**config.mk**
```make
export PLATFORM = sky130hd
export DESIGN_NAME = iter_shifter
export DESIGN_NICKNAME = d
export VERILOG_FILES = /design/src/rtl/iter_shifter.sv
export SDC_FILE = /design/constraint.sdc
export NUM_CORES = 1
export LEC_CHECK = 0
export ABC_CLOCK_PERIOD_IN_PS = 5800
export BUFFER_PORTS_ARGS = -buffer_cell sky130_fd_sc_hd__buf_4
export CAP_MARGIN = 40
export CORE_UTILIZATION = 60
export CTS_CLUSTER_SIZE = 16
export DETAILED_ROUTE_END_ITERATION = 7
export PLACE_DENSITY = 0.92
export SYNTH_ARGS = -nofsm -noshare
export SYNTH_HDL_FRONTEND = slang
export SYNTH_SLANG_ARGS = --single-unit
```
**constraint.sdc**
```tcl
create_clock -name clk -period 5.8 [get_ports clk]
set_input_delay 0.87 -clock clk [delete_from_list [all_inputs] [get_ports clk]]
set_output_delay 0.87 -clock clk [all_outputs]
set_load 0.1 [all_outputs]
```
**src/rtl/iter_shifter.sv**
```systemverilog
// iter_shifter: multi-cycle SLL/SRL/SRA unit, STEP bits per clock, start/busy/done handshake.
// Define ITER_SHIFTER_ROR_EN to add rotate-right on op=11; otherwise op=11 behaves as SRL.
module iter_shifter #(
   parameter int WIDTH   = 32,
   parameter int SHAMT_W = 5,
   parameter int STEP    = 1
) (
   input  logic               clk,
   input  logic               rst,
   input  logic               start,
   input  logic [1:0]         op,
   input  logic [WIDTH-1:0]   data_in,
   input  logic [SHAMT_W-1:0] shamt,
   output logic               busy,
   output logic               done,
   output logic [WIDTH-1:0]   res
);

   typedef enum logic [1:0] {
      S_IDLE  = 2'b00,
      S_SHIFT = 2'b01,
      S_DONE  = 2'b10
   } state_e;

   typedef enum logic [1:0] {
      OP_SLL = 2'b00,
      OP_SRL = 2'b01,
      OP_SRA = 2'b10,
      OP_ROR = 2'b11
   } op_e;

   state_e             state;
   op_e                op_r;
   logic [WIDTH-1:0]   work;
   logic [WIDTH-1:0]   shifted;
   logic [SHAMT_W-1:0] remaining;
   logic [SHAMT_W-1:0] step_amt;

   // Last step may be shorter than STEP when shamt is not a multiple of it.
   always_comb begin
      step_amt = (int'(remaining) < STEP) ? remaining : SHAMT_W'(STEP);
      case (op_r)
         OP_SLL:  shifted = work << step_amt;
         OP_SRA:  shifted = $signed(work) >>> step_amt;
`ifdef ITER_SHIFTER_ROR_EN
         OP_ROR:  shifted = (work >> step_amt) | (work << (WIDTH - int'(step_amt)));
`endif
         default: shifted = work >> step_amt;
      endcase
   end

   always_ff @(posedge clk or posedge rst) begin
      if (rst) begin
         state     <= S_IDLE;
         op_r      <= OP_SLL;
         work      <= '0;
         remaining <= '0;
         busy      <= 1'b0;
         done      <= 1'b0;
         res       <= '0;
      end else begin
         case (state)
            S_IDLE: begin
               if (start) begin
                  work      <= data_in;
                  op_r      <= op_e'(op);
                  remaining <= shamt;
                  busy      <= 1'b1;
                  if (shamt == '0) begin
                     res   <= data_in;
                     done  <= 1'b1;
                     state <= S_DONE;
                  end else begin
                     state <= S_SHIFT;
                  end
               end
            end
            S_SHIFT: begin
               work      <= shifted;
               remaining <= remaining - step_amt;
               if (remaining == step_amt) begin
                  res   <= shifted;
                  done  <= 1'b1;
                  state <= S_DONE;
               end
            end
            S_DONE: begin
               done  <= 1'b0;
               busy  <= 1'b0;
               state <= S_IDLE;
            end
            default: begin
               state <= S_IDLE;
            end
         endcase
      end
   end

endmodule
```
Yosys cells after proc, flatten, opt, wreduce, memory -nomap -nowiden
Index checks and enable logic that the tools add are counted.
{"block": "word_totals", "regBits": 75, "latchBits": 0, "mem_bits_rw": 0, "romBits": 0, "in_bits": 42, "output_inout_bits": 34, "elab_cells": 51, "n_memories": 0}
{"block": "classes", "addsub": 1, "n_mul": 0, "div_mod_pow": 0, "magnitude_cmp": 1, "eq_ne": 7, "shifts": 3, "mux": 20, "bitwise": 0, "n_reduce_logical": 12}
{"operator": "case mux 32 bit (2 select lines)", "n": 3}
{"operator": "two-way mux 32 bit", "n": 4}
{"operator": "left shift 32 x 5 -> 32 bit", "n": 1}
{"operator": "right shift 32 x 5 -> 32 bit", "n": 1}
{"operator": ">>> shifter 32 x 5 -> 32 bit", "n": 1}
{"operator": "two-way mux 5 bit", "n": 2}
{"operator": "case mux 5 bit (2 select lines)", "n": 1}
{"operator": "AND reduction 2 bit", "n": 4}
{"operator": "AND reduction 4 bit", "n": 2}
{"operator": "two-way mux 2 bit", "n": 3}
{"operator": "inequality test 2 bit, second input constant", "n": 3}
{"operator": "equality test 5 bit", "n": 1}
{"operator": "logical NOT 5 bit", "n": 1}
{"operator": "less-than comparator 5 x 1 -> 1 bit, second input constant", "n": 1}
{"operator": "subtractor 5 bit", "n": 1}
{"operator": "equality test 2 bit, second input constant", "n": 2}
{"operator": "logical NOT 2 bit", "n": 2}
{"operator": "two-way mux 1 bit", "n": 4}
{"operator": "case mux 2 bit (2 select lines)", "n": 1}
{"operator": "nonzero test 2 bit", "n": 2}
{"operator": "case mux 1 bit (3 select lines)", "n": 1}
{"operator": "nonzero test 3 bit", "n": 1}
{"operator": "equality test 2 x 1 -> 1 bit, second input constant", "n": 1}
{"operator": "case mux 1 bit (2 select lines)", "n": 1}

Longest topological paths before layout
Gate-level depths: netlist of the first run.
{"block": "depth", "ltp_word": 6, "depth_mapped": 10, "mapped_depth_nobuf": 8}

Least setup slack after synthesis of the first run
OpenSTA, ideal clock, no wires.
{"block": "synth_timing", "kind": "register to register", "from": "reg remaining[1]", "to": "reg res[1]", "setup_time_ns": 0.134, "arrival_time_ns": 2.396, "required_time_ns": 5.666, "path_slack_ns": 3.271, "stages_incl_launch_ff": 11, "path_buffers": 3, "period_less_slack_ns": 2.529, "cell_sequence": "dfrtp_1 > buf_6 > or4_4 > buf_6 > nand2b_1 > ha_1 > nor4b_1 > nor2_1 > a21oi_1 > buf_2 > a32oi_1"}
{"block": "synth_between", "elab_chain_cells": 6, "elab_cells_between_ends": 11, "cone_classes": "order compare (1); eq/ne (2); shift (3); mux (4); reduce/logical (1)"}
{"element": "start, declared", "line_no": "36", "rtl": "logic [SHAMT_W-1:0] remaining;"}
{"element": "start signal, assigned", "line_no": "67", "rtl": "remaining <= shamt;"}
{"element": "start signal, assigned", "line_no": "80", "rtl": "remaining <= remaining - step_amt;"}
{"element": "less-than comparator 5 x 1 -> 1 bit", "line_no": "41", "rtl": "step_amt = (int'(remaining) < STEP) ? remaining : SHAMT_W'(STEP);"}
{"element": "two-way mux 5 bit", "line_no": "41"}
{"element": "right shift 32 x 5 -> 32 bit (tied with other cells)", "line_no": "48", "rtl": "default: shifted = work >> step_amt;"}
{"element": "case mux 32 bit (2 select lines)", "line_no": "42", "rtl": "case (op_r)"}
{"element": "two-way mux 32 bit", "line_no": "81", "rtl": "if (remaining == step_amt) begin"}
{"element": "case mux 32 bit (2 select lines)", "line_no": "62", "rtl": "case (state)"}
{"element": "end signal, assigned", "line_no": "70", "rtl": "res <= data_in;"}
{"element": "end signal, assigned", "line_no": "82", "rtl": "res <= shifted;"}
{"element": "end, declared", "line_no": "16", "rtl": "output logic [WIDTH-1:0] res"}
Several ways; a longest one is shown, not always the timed one. The select of a mux whose other input is x is not followed.
A chain may end at the register's enable or synchronous reset.

Final worst setup path of the first run
{"block": "layout_timing", "from": "reg remaining[1]", "to": "reg res[22]"}
Same word-level chain as after synthesis.

==> results of run 1 <==
## logic make-up (layout without fill, tap and decap cells)
| group | Yosys count | in the layout | synth area share |
|---|---|---|---|
| AOI/OAI and AO/OA | 162 | 162 | 0.261 |
| and+or+nand+nor | 101 | 101 | 0.118 |
| muxes | 32 | 32 | 0.0781 |
| buffers and inverters | 78 | 137 | 0.0803 |
| xor gates and xnor gates | 1 | 1 | 0.00212 |
| adders and majority gates | 2 | 2 | 0.00606 |
| DFF | 75 | 75 | 0.454 |
## cell usage in the layout, fill, tap and decap left out, drive strengths merged, types with 2 or more instances in the layout
cell / instances
dfrtp: 75
o32ai: 2
mux2i: 30
inv: 37
nor3: 33
nand2: 7
o21ai: 5
a21oi: 83
clkbuf: 11
nor4: 4
clkinv: 3
buf: 84
nor2: 46
mux2: 2
a31oi: 2
a32oi: 30
a211o: 30
ha: 2
nor2b: 2
nand2b: 3
## path summary, 6_finish.rpt
path | slack [ns] | endpoint | startpoint | cells after the start
worst min register to register | 0.51 | res[0] | res[0] | 1
worst max register to register | 2.55 | res[22] | remaining[1] | 8
worst max-delay path | 2.55 | res[22] | remaining[1] | 8
max in group asynchronous | 4.72 | work[1] | rst | 4
worst min-delay path | 0.51 | res[9] | rst | 3
min in group clk | 0.51 | res[0] | res[0] | 1
## worst max-delay path, cell delays in order, from the launching register on
cell                       delay (ns)
sky130_fd_sc_hd__dfrtp_1         0.48
sky130_fd_sc_hd__or4_4           0.77
sky130_fd_sc_hd__nand2b_1        0.23
sky130_fd_sc_hd__ha_1            0.17
sky130_fd_sc_hd__nor4b_1         0.43
sky130_fd_sc_hd__nand2_1         0.19
sky130_fd_sc_hd__a21o_1          0.41
sky130_fd_sc_hd__buf_8           0.26
sky130_fd_sc_hd__a32oi_1         0.20
## sequential cells by signal (all words and copies together), names as in the netlist
name       flops
work          32
busy           1
op_r           2
done           1
res           32
state          2
remaining      5
## final cells by class
class	instances	area, µm²	area share
Multi-Input combinational cell	298	1940	0.392
Clock inverter	5	52.6	0.0106
Inverter	37	139	0.0281
Timing Repair Buffer	84	698	0.141
Sequential cell	75	1880	0.380
Clock buffer	11	141	0.0286
Tap cell	77	96.3	0.0195
## per-layer routing
layer  track usage  up-vias  share of wire
li1              -     1750              -
met1         0.450     1863           0.43
met2         0.501      231           0.47
met3        0.0525       22          0.076
met4         0.125        0          0.019
met5             0        -              0
## stage by stage
step           std cells  worst slack [ns]
4_1_cts              587              2.58
3_3_place_gp         565              2.56
3_5_place_dp         571              2.60
6_report             587              2.55
5_1_grt              587              2.33
2_1_floorplan        451              3.02
==> results_tabular.tex, run 1 <==
\begin{tabular}{lr}
\hline
Metric & Value \\
\hline
\multicolumn{2}{l}{\textbf{Setup path}} \\
Signal arrival time at the worst endpoint & 3.51 ns \\
Critical path fanouts, max & 33 \\
Worst Setup End Kind & flop \\
Worst Setup Path Type & flop to flop \\
Sort of element at the start of the critical path & flop \\
Endpoint required time on the critical path & 6.06 ns \\
\multicolumn{2}{l}{\textbf{Clocking}} \\
Clock tree from TritonCTS & done \\
Bufs on Longest Clock Path & 2 \\
H-tree levels & 3 \\
Number of buffers created by CTS & 9 \\
Post-CTS setup buffer count & 0 \\
Sinks on the clock net & 75 \\
Clock Latency Late Sink & 0.36 ns \\
Total of hold buffers inserted after clock tree synthesis & 0 \\
Clock slew at reported path FFs & 0.08 ns \\
Resized Gates After CTS & 0 \\
Clk Tree Root Cell & sky130\_fd\_sc\_hd\_\_clkbuf\_8 \\
\multicolumn{2}{l}{\textbf{Layout}} \\
Number of nets in the layout & 549 \\
Final Cell Area & 0.00494 mm² \\
Ratio of cells with drive above 1 in the final layout & 0.214 \\
Fill cell total of the finished layout & 422 \\
Layout overhead on the synthesized area & 19.6\% \\
Post-layout util & 0.761 \\
Antenna cells & 0 \\
\multicolumn{2}{l}{\textbf{Synthesis}} \\
Synth Instances & 451 \\
Ranking of synthesized cells by area & sky130\_fd\_sc\_hd\_\_dfrtp\_1 (45\%), sky130\_fd\_sc\_hd\_\_a21oi\_1 (10\%), sky130\_fd\_sc\_hd\_\_mux2i\_1 (7.3\%) \\
Fraction of synthesized cell area taken by the top area cell type & 0.454 \\
Flop and latch count out of synthesis & 75 \\
Average cell area after synthesis & 9.16 µm² \\
Count of flip-flops with a built-in enable after synthesis & 0 \\
Leading cell types by count after synthesis & sky130\_fd\_sc\_hd\_\_a21oi\_1 (83), sky130\_fd\_sc\_hd\_\_dfrtp\_1 (75), sky130\_fd\_sc\_hd\_\_nor2\_1 (46), sky130\_fd\_sc\_hd\_\_inv\_1 (37), sky130\_fd\_sc\_hd\_\_nor3\_1 (33) \\
FFs w/ async S/R, synth & 1.00 \\
Cell taking the most area after synthesis & sky130\_fd\_sc\_hd\_\_dfrtp\_1 \\
Net count of the mapped netlist & 495 \\
Leading cell type by number of instances after synthesis & sky130\_fd\_sc\_hd\_\_a21oi\_1 \\
Number of unique standard cell types used by synthesis & 40 \\
Yosys warning count & 0 \\
Sequential cell area fraction in the yosys report & 0.454 \\
Syn Std Cell Area & 0.00413 mm² \\
Prevailing post-synth register cell & sky130\_fd\_sc\_hd\_\_dfrtp\_1 \\
\multicolumn{2}{l}{\textbf{Status}} \\
Violated checks & DRC \\
Outcome & finished, violations left \\
\multicolumn{2}{l}{\textbf{Global route}} \\
Remaining global-route overflow & 0 \\
Overall Global Routing Usage & 0.320 \\
Number of global-route vias before repair & 3,672 \\
Initial antenna violation count & 0 \\
Maximum number of pins on one net before global-route repair & 66 \\
Global-route wire length before repair & 18.2 mm \\
\multicolumn{2}{l}{\textbf{Floorplan}} \\
Top-level port count & 76 \\
Initial Utilization & 0.636 \\
Number of cell rows & 29 \\
Die boundary width & 85.0 µm \\
Core Region & 0.00649 mm² \\
Die Area & 0.00722 mm² \\
Die height & 85.0 µm \\
\multicolumn{2}{l}{\textbf{Detailed routing}} \\
Number of nets with antenna violations after routing & 0 \\
First-pass DRT Iterations & 8 \\
Routed WL per cell & 18.4 µm \\
Vias after detailed routing & 3,866 \\
DRC violations left & 6 \\
Drt initial violations & 385 \\
Via density & 6.59 \\
Total length of routed wires & 10.8 mm \\
\multicolumn{2}{l}{\textbf{Timing}} \\
Final setup violation count & 0 \\
Slew @ Worst Pin & 0.890 ns \\
Post-layout minimum cycle time & 3.25 ns \\
Final Max Slew Viols & 0 \\
Post-Route Setup TNS & 0 ns \\
Period Utilization, post-route & 0.561 \\
RSZ-0062 raised after global routing & false \\
Max Fclk & 308 MHz \\
Final worst hold slack & 0.513 ns \\
Final hold vios & 0 \\
Relative slew slack & 0.407 \\
Clock skew & 0.0101 ns \\
\multicolumn{2}{l}{\textbf{Place}} \\
PortBufs & 75 \\
GPL Wtd Cong & 0.880 \\
Instance area after placement & 0.00475 mm² \\
HPWL Detailed & 6.99 mm \\
\multicolumn{2}{l}{\textbf{Min path}} \\
Class of the worst hold path & input pin to asynchronous set/reset pin \\
\multicolumn{2}{l}{\textbf{Flow run}} \\
Number of max-cap violations & 0 \\
\hline
\end{tabular}
Power of run 1 is left out: the tool's default activity adds up to more than one toggle a clock period on the data nets, which glitch-free logic cannot reach.
==> run 2: changes to the inputs <==
- ABC_AREA: not set -> 1
- ABC_CLOCK_PERIOD_IN_PS: 5800 -> 3300
- CORE_UTILIZATION: 60 -> 56
- PLACE_DENSITY: 0.92 -> 0.87
- clock period: 5.8 -> 3.3 ns (I/O delays scaled with it)
==> run 2 against run 1 <==
  * The flow now finishes without violations
  * Count of clock-buffer cells in the layout is the same
  * Die area up 13%
  * Sequential cell count is the same
  * Routed wire length up 4.0%
  * Critical path depth up 3
  * Fmax increased by 24%
  * Register-to-register slack got worse by 1.9 ns
  * Global-route usage down 2.8 points
  * Worst hold slack got worse by 0.41 ns
  * Highest routed layer unchanged
==> results_tabular.tex, run 2 <==
\begin{tabular}{lr}
\hline
Metric & Value \\
\hline
\multicolumn{2}{l}{\textbf{Layout}} \\
Most common library cell in the layout ignoring fill and taps & sky130\_fd\_sc\_hd\_\_nand2\_1 \\
Biggest registers after layout & res: 32 flops, work: 32 flops, remaining: 5 flops \\
Footprint of the flip-flops and latches & 0.00188 mm² (unchanged) \\
Number of nets in the layout & 746 (+36\%) \\
Final Cell Area & 0.00516 mm² (+4.4\%) \\
Antenna cells & 0 (unchanged) \\
Leading cell types in the layout, fill and taps excluded & sky130\_fd\_sc\_hd\_\_nand2\_1 (330), sky130\_fd\_sc\_hd\_\_buf\_4 (84), sky130\_fd\_sc\_hd\_\_nand3\_1 (75), sky130\_fd\_sc\_hd\_\_dfrtp\_1 (75), sky130\_fd\_sc\_hd\_\_inv\_1 (37) \\
Ratio of cells with drive above 1 in the final layout & 0.161 (-0.0525) \\
Fill cell total of the finished layout & 632 (+50\%) \\
Layout overhead on the synthesized area & 18.3\% \\
Footprint of the multi-input gates & 0.00212 mm² (+9.3\%) \\
\multicolumn{2}{l}{\textbf{Clocking}} \\
Sinks on the clock net & 75 (unchanged) \\
Post-CTS setup buffer count & 0 (unchanged) \\
H-tree levels & 3 (unchanged) \\
Clk Tree Root Cell & sky130\_fd\_sc\_hd\_\_clkbuf\_8 \\
Clock Latency Late Sink & 0.37 ns (about the same) \\
Bufs on Longest Clock Path & 2 (unchanged) \\
Clock slew at reported path FFs & 0.08 ns (about the same) \\
Total of hold buffers inserted after clock tree synthesis & 0 (unchanged) \\
Clock tree from TritonCTS & done \\
Number of buffers created by CTS & 9 (unchanged) \\
Resized Gates After CTS & 0 (unchanged) \\
\multicolumn{2}{l}{\textbf{Synthesis}} \\
Sequential cell area fraction in the yosys report & 0.431 (-0.0236) \\
Cell taking the most area after synthesis & sky130\_fd\_sc\_hd\_\_dfrtp\_1 \\
Net count of the mapped netlist & 690 (+39\%) \\
Number of unique standard cell types used by synthesis & 30 (-25\%) \\
Average cell area after synthesis & 6.75 µm² (-26\%) \\
Fraction of synthesized cell area taken by the top area cell type & 0.431 (-0.0236) \\
Yosys warning count & 0 (unchanged) \\
Flop and latch count out of synthesis & 75 (unchanged) \\
Leading cell types by count after synthesis & sky130\_fd\_sc\_hd\_\_nand2\_1 (330), sky130\_fd\_sc\_hd\_\_dfrtp\_1 (75), sky130\_fd\_sc\_hd\_\_nand3\_1 (75), sky130\_fd\_sc\_hd\_\_inv\_1 (38), sky130\_fd\_sc\_hd\_\_nor2\_1 (26) \\
FFs w/ async S/R, synth & 1.00 (unchanged) \\
Count of flip-flops with a built-in enable after synthesis & 0 (unchanged) \\
Synth Instances & 646 (+43\%) \\
Leading cell type by number of instances after synthesis & sky130\_fd\_sc\_hd\_\_nand2\_1 \\
Syn Std Cell Area & 0.00436 mm² (+5.5\%) \\
Prevailing post-synth register cell & sky130\_fd\_sc\_hd\_\_dfrtp\_1 \\
Ranking of synthesized cells by area & sky130\_fd\_sc\_hd\_\_dfrtp\_1 (43\%), sky130\_fd\_sc\_hd\_\_nand2\_1 (28\%), sky130\_fd\_sc\_hd\_\_nand3\_1 (8.6\%) \\
\multicolumn{2}{l}{\textbf{Floorplan}} \\
Die height & 90.2 µm (+6.2\%) \\
Die boundary width & 90.2 µm (+6.2\%) \\
Die Area & 0.00814 mm² (+13\%) \\
Number of cell rows & 31 (+6.9\%) \\
Core Region & 0.00737 mm² (+13\%) \\
Initial Utilization & 0.591 (-0.0448) \\
Top-level port count & 76 (unchanged) \\
\multicolumn{2}{l}{\textbf{Setup path}} \\
Signal arrival time at the worst endpoint & 2.94 ns (-0.57 ns) \\
Critical path fanouts, max & 34 (+3.0\%) \\
Sort of element at the start of the critical path & flop \\
Endpoint required time on the critical path & 3.61 ns (-2.45 ns) \\
Worst Setup End Kind & flop \\
Worst Setup Path Type & flop to flop \\
\multicolumn{2}{l}{\textbf{Detailed routing}} \\
Drt initial violations & 365 (-5.2\%) \\
DRC violations left & 0 (-6) \\
Vias after detailed routing & 4,415 (+14\%) \\
Number of nets with antenna violations after routing & 0 (unchanged) \\
Total length of routed wires & 11.2 mm (+4.0\%) \\
First-pass DRT Iterations & 6 (-2) \\
Routed WL per cell & 14.0 µm (-24\%) \\
Via density & 5.48 (-17\%) \\
\multicolumn{2}{l}{\textbf{Timing}} \\
Slew @ Worst Pin & 0.830 ns (-0.0596 ns) \\
Final worst hold slack & 0.101 ns (-0.412 ns) \\
Relative slew slack & 0.445 (+0.0384) \\
RSZ-0062 raised after global routing & false \\
Post-Route Setup TNS & 0 ns (unchanged) \\
Final hold vios & 0 (unchanged) \\
Max Fclk & 380 MHz (+24\%) \\
Final Max Slew Viols & 0 (unchanged) \\
Clock skew & 0.00697 ns (-0.00313 ns) \\
Final setup violation count & 0 (unchanged) \\
Worst-case setup margin in the final layout & 0.669 ns (-1.88 ns) \\
Period Utilization, post-route & 0.797 (+0.237) \\
Post-layout minimum cycle time & 2.63 ns (-0.620 ns) \\
\multicolumn{2}{l}{\textbf{Global route}} \\
Number of global-route vias before repair & 4,297 (+17\%) \\
Remaining global-route overflow & 0 (unchanged) \\
Initial antenna violation count & 0 (unchanged) \\
Overall Global Routing Usage & 0.292 (-0.0278) \\
Global-route wire length before repair & 19.4 mm (+6.3\%) \\
Maximum number of pins on one net before global-route repair & 42 (-36\%) \\
\multicolumn{2}{l}{\textbf{Status}} \\
Outcome & finished, final reports clean \\
\multicolumn{2}{l}{\textbf{Flow run}} \\
Number of max-cap violations & 0 (unchanged) \\
\multicolumn{2}{l}{\textbf{Min path}} \\
Class of the worst hold path & input pin to asynchronous set/reset pin \\
\multicolumn{2}{l}{\textbf{Place}} \\
HPWL Detailed & 6.97 mm (-0.32\%) \\
PortBufs & 75 (unchanged) \\
Instance area after placement & 0.00491 mm² (+3.6\%) \\
GPL Wtd Cong & 0.816 (-7.3\%) \\
Post-placement setup slack & 0.681 ns (-1.92 ns) \\
\hline
\end{tabular}
run 2: cell families after synthesis:
group / count (synthesis) / synth area share
AO/OA/AOI/OAI: 19 / 0.0250
adder cells (fa/ha/maj): 2 / 0.00574
buffers and inverters: 83 / 0.0838
multiplexers: 1 / 0.00258
flip-flops: 75 / 0.431
XOR/XNOR: 1 / 0.00201
AND/OR/NAND/NOR: 465 / 0.450
run 2: final timing paths:
path / startpoint / endpoint / slack, ns / depth (start not counted)
min in group clk: op[0] / op_r[0] / 0.36 / 2
max in group asynchronous: rst / res[30] / 2.45 / 3
worst min-delay path: rst / res[14] / 0.10 / 2
worst max-delay path: remaining[1] / res[0] / 0.67 / 11
worst min register to register: res[21] / res[21] / 0.49 / 2
worst max register to register: remaining[1] / res[0] / 0.67 / 11
run 2: per-stage QoR:
step                cells  utilization
global route          806        0.700
CTS                   806        0.700
floorplan             646            -
finish                806        0.700
detailed placement    790        0.667
global placement      790        0.667
run 2: layout make-up:
type,instances,share of cell area
Timing Repair Buffer,84,0.122
Clock buffer,11,0.0274
Sequential cell,75,0.364
Tap cell,99,0.0240
Clock inverter,5,0.0194
Inverter,44,0.0325
Multi-Input combinational cell,488,0.410
run 2: critical path: stages, from the launching register on:
cell and delay, ns:
sky130_fd_sc_hd__dfrtp_1 0.44, sky130_fd_sc_hd__nor2_4 0.11, sky130_fd_sc_hd__buf_4 0.30, sky130_fd_sc_hd__a21oi_1 0.19
sky130_fd_sc_hd__inv_1 0.11, sky130_fd_sc_hd__ha_1 0.14, sky130_fd_sc_hd__nand3_1 0.07, sky130_fd_sc_hd__nand2_1 0.14
sky130_fd_sc_hd__nand3_4 0.39, sky130_fd_sc_hd__inv_4 0.45, sky130_fd_sc_hd__o211ai_1 0.15, sky130_fd_sc_hd__nand2_1 0.07
run 2: routing by layer:
| layer | routed length (µm) | GRT usage |
|---|---|---|
| met2 | 5440 | 0.496 |
| met3 | 842 | 0.0465 |
| met4 | 280 | 0.129 |
| met5 | 0 | 0 |
| met1 | 4680 | 0.369 |
Power of run 2 is left out for the same reason.
==> run 3: changes to the inputs <==
- ABC_CLOCK_PERIOD_IN_PS: 3300 -> 2400
- CORE_UTILIZATION: 56 -> 51
- PLACE_DENSITY: 0.87 -> 0.84
- clock period: 3.3 -> 2.4 ns (I/O delays scaled with it)
==> run 3 against run 2 <==
  * Design area rose by 0.70%
  * Fmax rose by 29%
  * Register-to-register slack got worse by 0.31 ns
  * Routed wire length rose by 0.52%
  * First-iteration DRC count rose by 0.55%
  * Critical path depth fell by 1
  * Final cell count rose by 1.2%
  * Worst hold slack got worse by 0.065 ns
  * Setup slack got worse by 0.31 ns
  * Clock skew rose by 0.0032 ns
  * Sequential cell count did not move
==> results_tabular.tex, run 3 (synthesized netlist as in run 2, its figures left out) <==
\begin{tabular}{lr}
\hline
Metric & Value \\
\hline
\multicolumn{2}{l}{\textbf{Status}} \\
Outcome & finished, final reports clean \\
\multicolumn{2}{l}{\textbf{Detailed routing}} \\
Number of nets with antenna violations after routing & 0 (unchanged) \\
DRC violations left & 0 (unchanged) \\
Vias after detailed routing & 4,431 (+0.36\%) \\
First-pass DRT Iterations & 7 (+1) \\
Total length of routed wires & 11.3 mm (+0.52\%) \\
Via density & 5.43 (-0.87\%) \\
Drt initial violations & 367 (+0.55\%) \\
Routed WL per cell & 13.9 µm (-0.71\%) \\
\multicolumn{2}{l}{\textbf{Setup path}} \\
Slowest stage cell, crit path & sky130\_fd\_sc\_hd\_\_dfrtp\_1 \\
Ordered cell list for the critical path & nor2\_4, a21oi\_1, inv\_1, ha\_1, nand3\_1, nand2\_1, nand3\_4, buf\_4, nand2\_1, nand2\_1 \\
Endpoint required time on the critical path & 2.69 ns (-0.92 ns) \\
Worst Setup Path Type & flop to flop \\
R2R depth & 10 (-1) \\
Longest individual stage delay on the worst path & 0.44 ns (about the same) \\
Critical path fanouts, max & 23 (-32\%) \\
Worst Setup End Kind & flop \\
Sort of element at the start of the critical path & flop \\
Most used cell along the critical path & sky130\_fd\_sc\_hd\_\_nand2\_1 \\
Signal arrival time at the worst endpoint & 2.33 ns (-0.61 ns) \\
\multicolumn{2}{l}{\textbf{Layout}} \\
Layout overhead on the synthesized area & 19.2\% \\
Most common library cell in the layout ignoring fill and taps & sky130\_fd\_sc\_hd\_\_nand2\_1 \\
Leading cell types in the layout, fill and taps excluded & sky130\_fd\_sc\_hd\_\_nand2\_1 (330), sky130\_fd\_sc\_hd\_\_buf\_4 (87), sky130\_fd\_sc\_hd\_\_nand3\_1 (75), sky130\_fd\_sc\_hd\_\_dfrtp\_1 (75), sky130\_fd\_sc\_hd\_\_inv\_1 (37) \\
Ratio of cells with drive above 1 in the final layout & 0.166 (+0.00472) \\
Antenna cells & 0 (unchanged) \\
Final Cell Area & 0.00519 mm² (+0.70\%) \\
Biggest registers after layout & res: 32 flops, work: 32 flops, remaining: 5 flops \\
Number of nets in the layout & 750 (+0.54\%) \\
\multicolumn{2}{l}{\textbf{Floorplan}} \\
Core Region & 0.00826 mm² (+12\%) \\
Initial Utilization & 0.528 (-0.0636) \\
Top-level port count & 76 (unchanged) \\
Die height & 94.4 µm (+4.7\%) \\
Die Area & 0.00892 mm² (+9.6\%) \\
Number of cell rows & 33 (+6.5\%) \\
Die boundary width & 94.4 µm (+4.7\%) \\
\multicolumn{2}{l}{\textbf{Clocking}} \\
Bufs on Longest Clock Path & 2 (unchanged) \\
Clk Tree Root Cell & sky130\_fd\_sc\_hd\_\_clkbuf\_8 \\
Clock Latency Late Sink & 0.35 ns (-0.02 ns) \\
Sinks on the clock net & 75 (unchanged) \\
Resized Gates After CTS & 0 (unchanged) \\
Post-CTS setup buffer count & 0 (unchanged) \\
Total of hold buffers inserted after clock tree synthesis & 0 (unchanged) \\
H-tree levels & 3 (unchanged) \\
Clock tree from TritonCTS & done \\
Number of buffers created by CTS & 9 (unchanged) \\
Clock slew at reported path FFs & 0.08 ns (about the same) \\
\multicolumn{2}{l}{\textbf{Min path}} \\
Class of the worst hold path & input pin to asynchronous set/reset pin \\
\multicolumn{2}{l}{\textbf{Place}} \\
GPL Wtd Cong & 0.812 (-0.49\%) \\
Post-placement setup slack & 0.410 ns (-0.271 ns) \\
HPWL Detailed & 7.26 mm (+4.2\%) \\
Instance area after placement & 0.00496 mm² (+1.0\%) \\
PortBufs & 75 (unchanged) \\
\multicolumn{2}{l}{\textbf{Timing}} \\
Period Utilization, post-route & 0.850 (+0.0526) \\
Max Fclk & 490 MHz (+29\%) \\
Worst-case setup margin in the final layout & 0.360 ns (-0.309 ns) \\
Slew @ Worst Pin & 0.657 ns (-0.173 ns) \\
Final worst hold slack & 0.0358 ns (-0.0653 ns) \\
Post-Route Setup TNS & 0 ns (unchanged) \\
Clock skew & 0.0102 ns (+0.00320 ns) \\
RSZ-0062 raised after global routing & false \\
Relative slew slack & 0.561 (+0.116) \\
Post-layout minimum cycle time & 2.04 ns (-0.591 ns) \\
Final hold vios & 0 (unchanged) \\
Final setup violation count & 0 (unchanged) \\
Final Max Slew Viols & 0 (unchanged) \\
\multicolumn{2}{l}{\textbf{Global route}} \\
Number of global-route vias before repair & 4,217 (-1.9\%) \\
Maximum number of pins on one net before global-route repair & 55 (+31\%) \\
Global-route wire length before repair & 19.0 mm (-1.7\%) \\
Initial antenna violation count & 0 (unchanged) \\
Remaining global-route overflow & 0 (unchanged) \\
Overall Global Routing Usage & 0.271 (-0.0216) \\
\multicolumn{2}{l}{\textbf{Flow run}} \\
Number of max-cap violations & 0 (unchanged) \\
\hline
\end{tabular}
==> run 3: cell count changes in the layout (fill, tap and decap cells not counted) <==
cell,before,now
sky130_fd_sc_hd__clkinvlp_4,0,1
sky130_fd_sc_hd__buf_12,0,1
sky130_fd_sc_hd__clkbuf_8,10,11
sky130_fd_sc_hd__buf_4,84,87
sky130_fd_sc_hd__bufinv_16,3,2
sky130_fd_sc_hd__clkinv_2,2,1
==> run 3: area by class of cell <==
type,instances,area (µm²)
Fill cell,739,3070
Multi-Input combinational cell,488,2120
Sequential cell,75,1880
Timing Repair Buffer,88,673
Inverter,44,168
Clock buffer,12,155
Tap cell,105,131
Clock inverter,4,72.6
==> run 3: worst paths after layout <==
path,start,end,slack [ns]
worst min-delay path,rst,work[21],0.04
worst max-delay path,remaining[1],res[18],0.36
worst min register to register,done,done,0.48
max in group asynchronous,rst,res[14],1.71
worst max register to register,remaining[1],res[18],0.36
min in group clk,op[0],op_r[0],0.24
==> run 3: critical path, delay by kind of cell, from the launching register on <==
family,cells,cell delay [ns]
AND/OR/NAND/NOR,6,0.62
AO/OA/AOI/OAI,1,0.28
adder cells (fa/ha/maj),1,0.19
buffers and inverters,2,0.43
flip-flops,1,0.44
==> run 3: per-layer routing <==
metal / vias to the layer above / track usage / wire length, µm
met3: 23 / 0.0338 / 916
met4: 0 / 0.121 / 237
met1: 2030 / 0.362 / 4850
li1: 2159 / - / -
met5: - / 0 / 0
met2: 219 / 0.440 / 5300
==> run 3: per-stage QoR <==
step,utilization,instances
after global placement,0.601,800
after floorplan,-,646
final,0.629,816
after global routing,0.629,816
after detailed placement,0.601,800
after CTS,0.629,816
Power of run 3 is left out for the same reason.
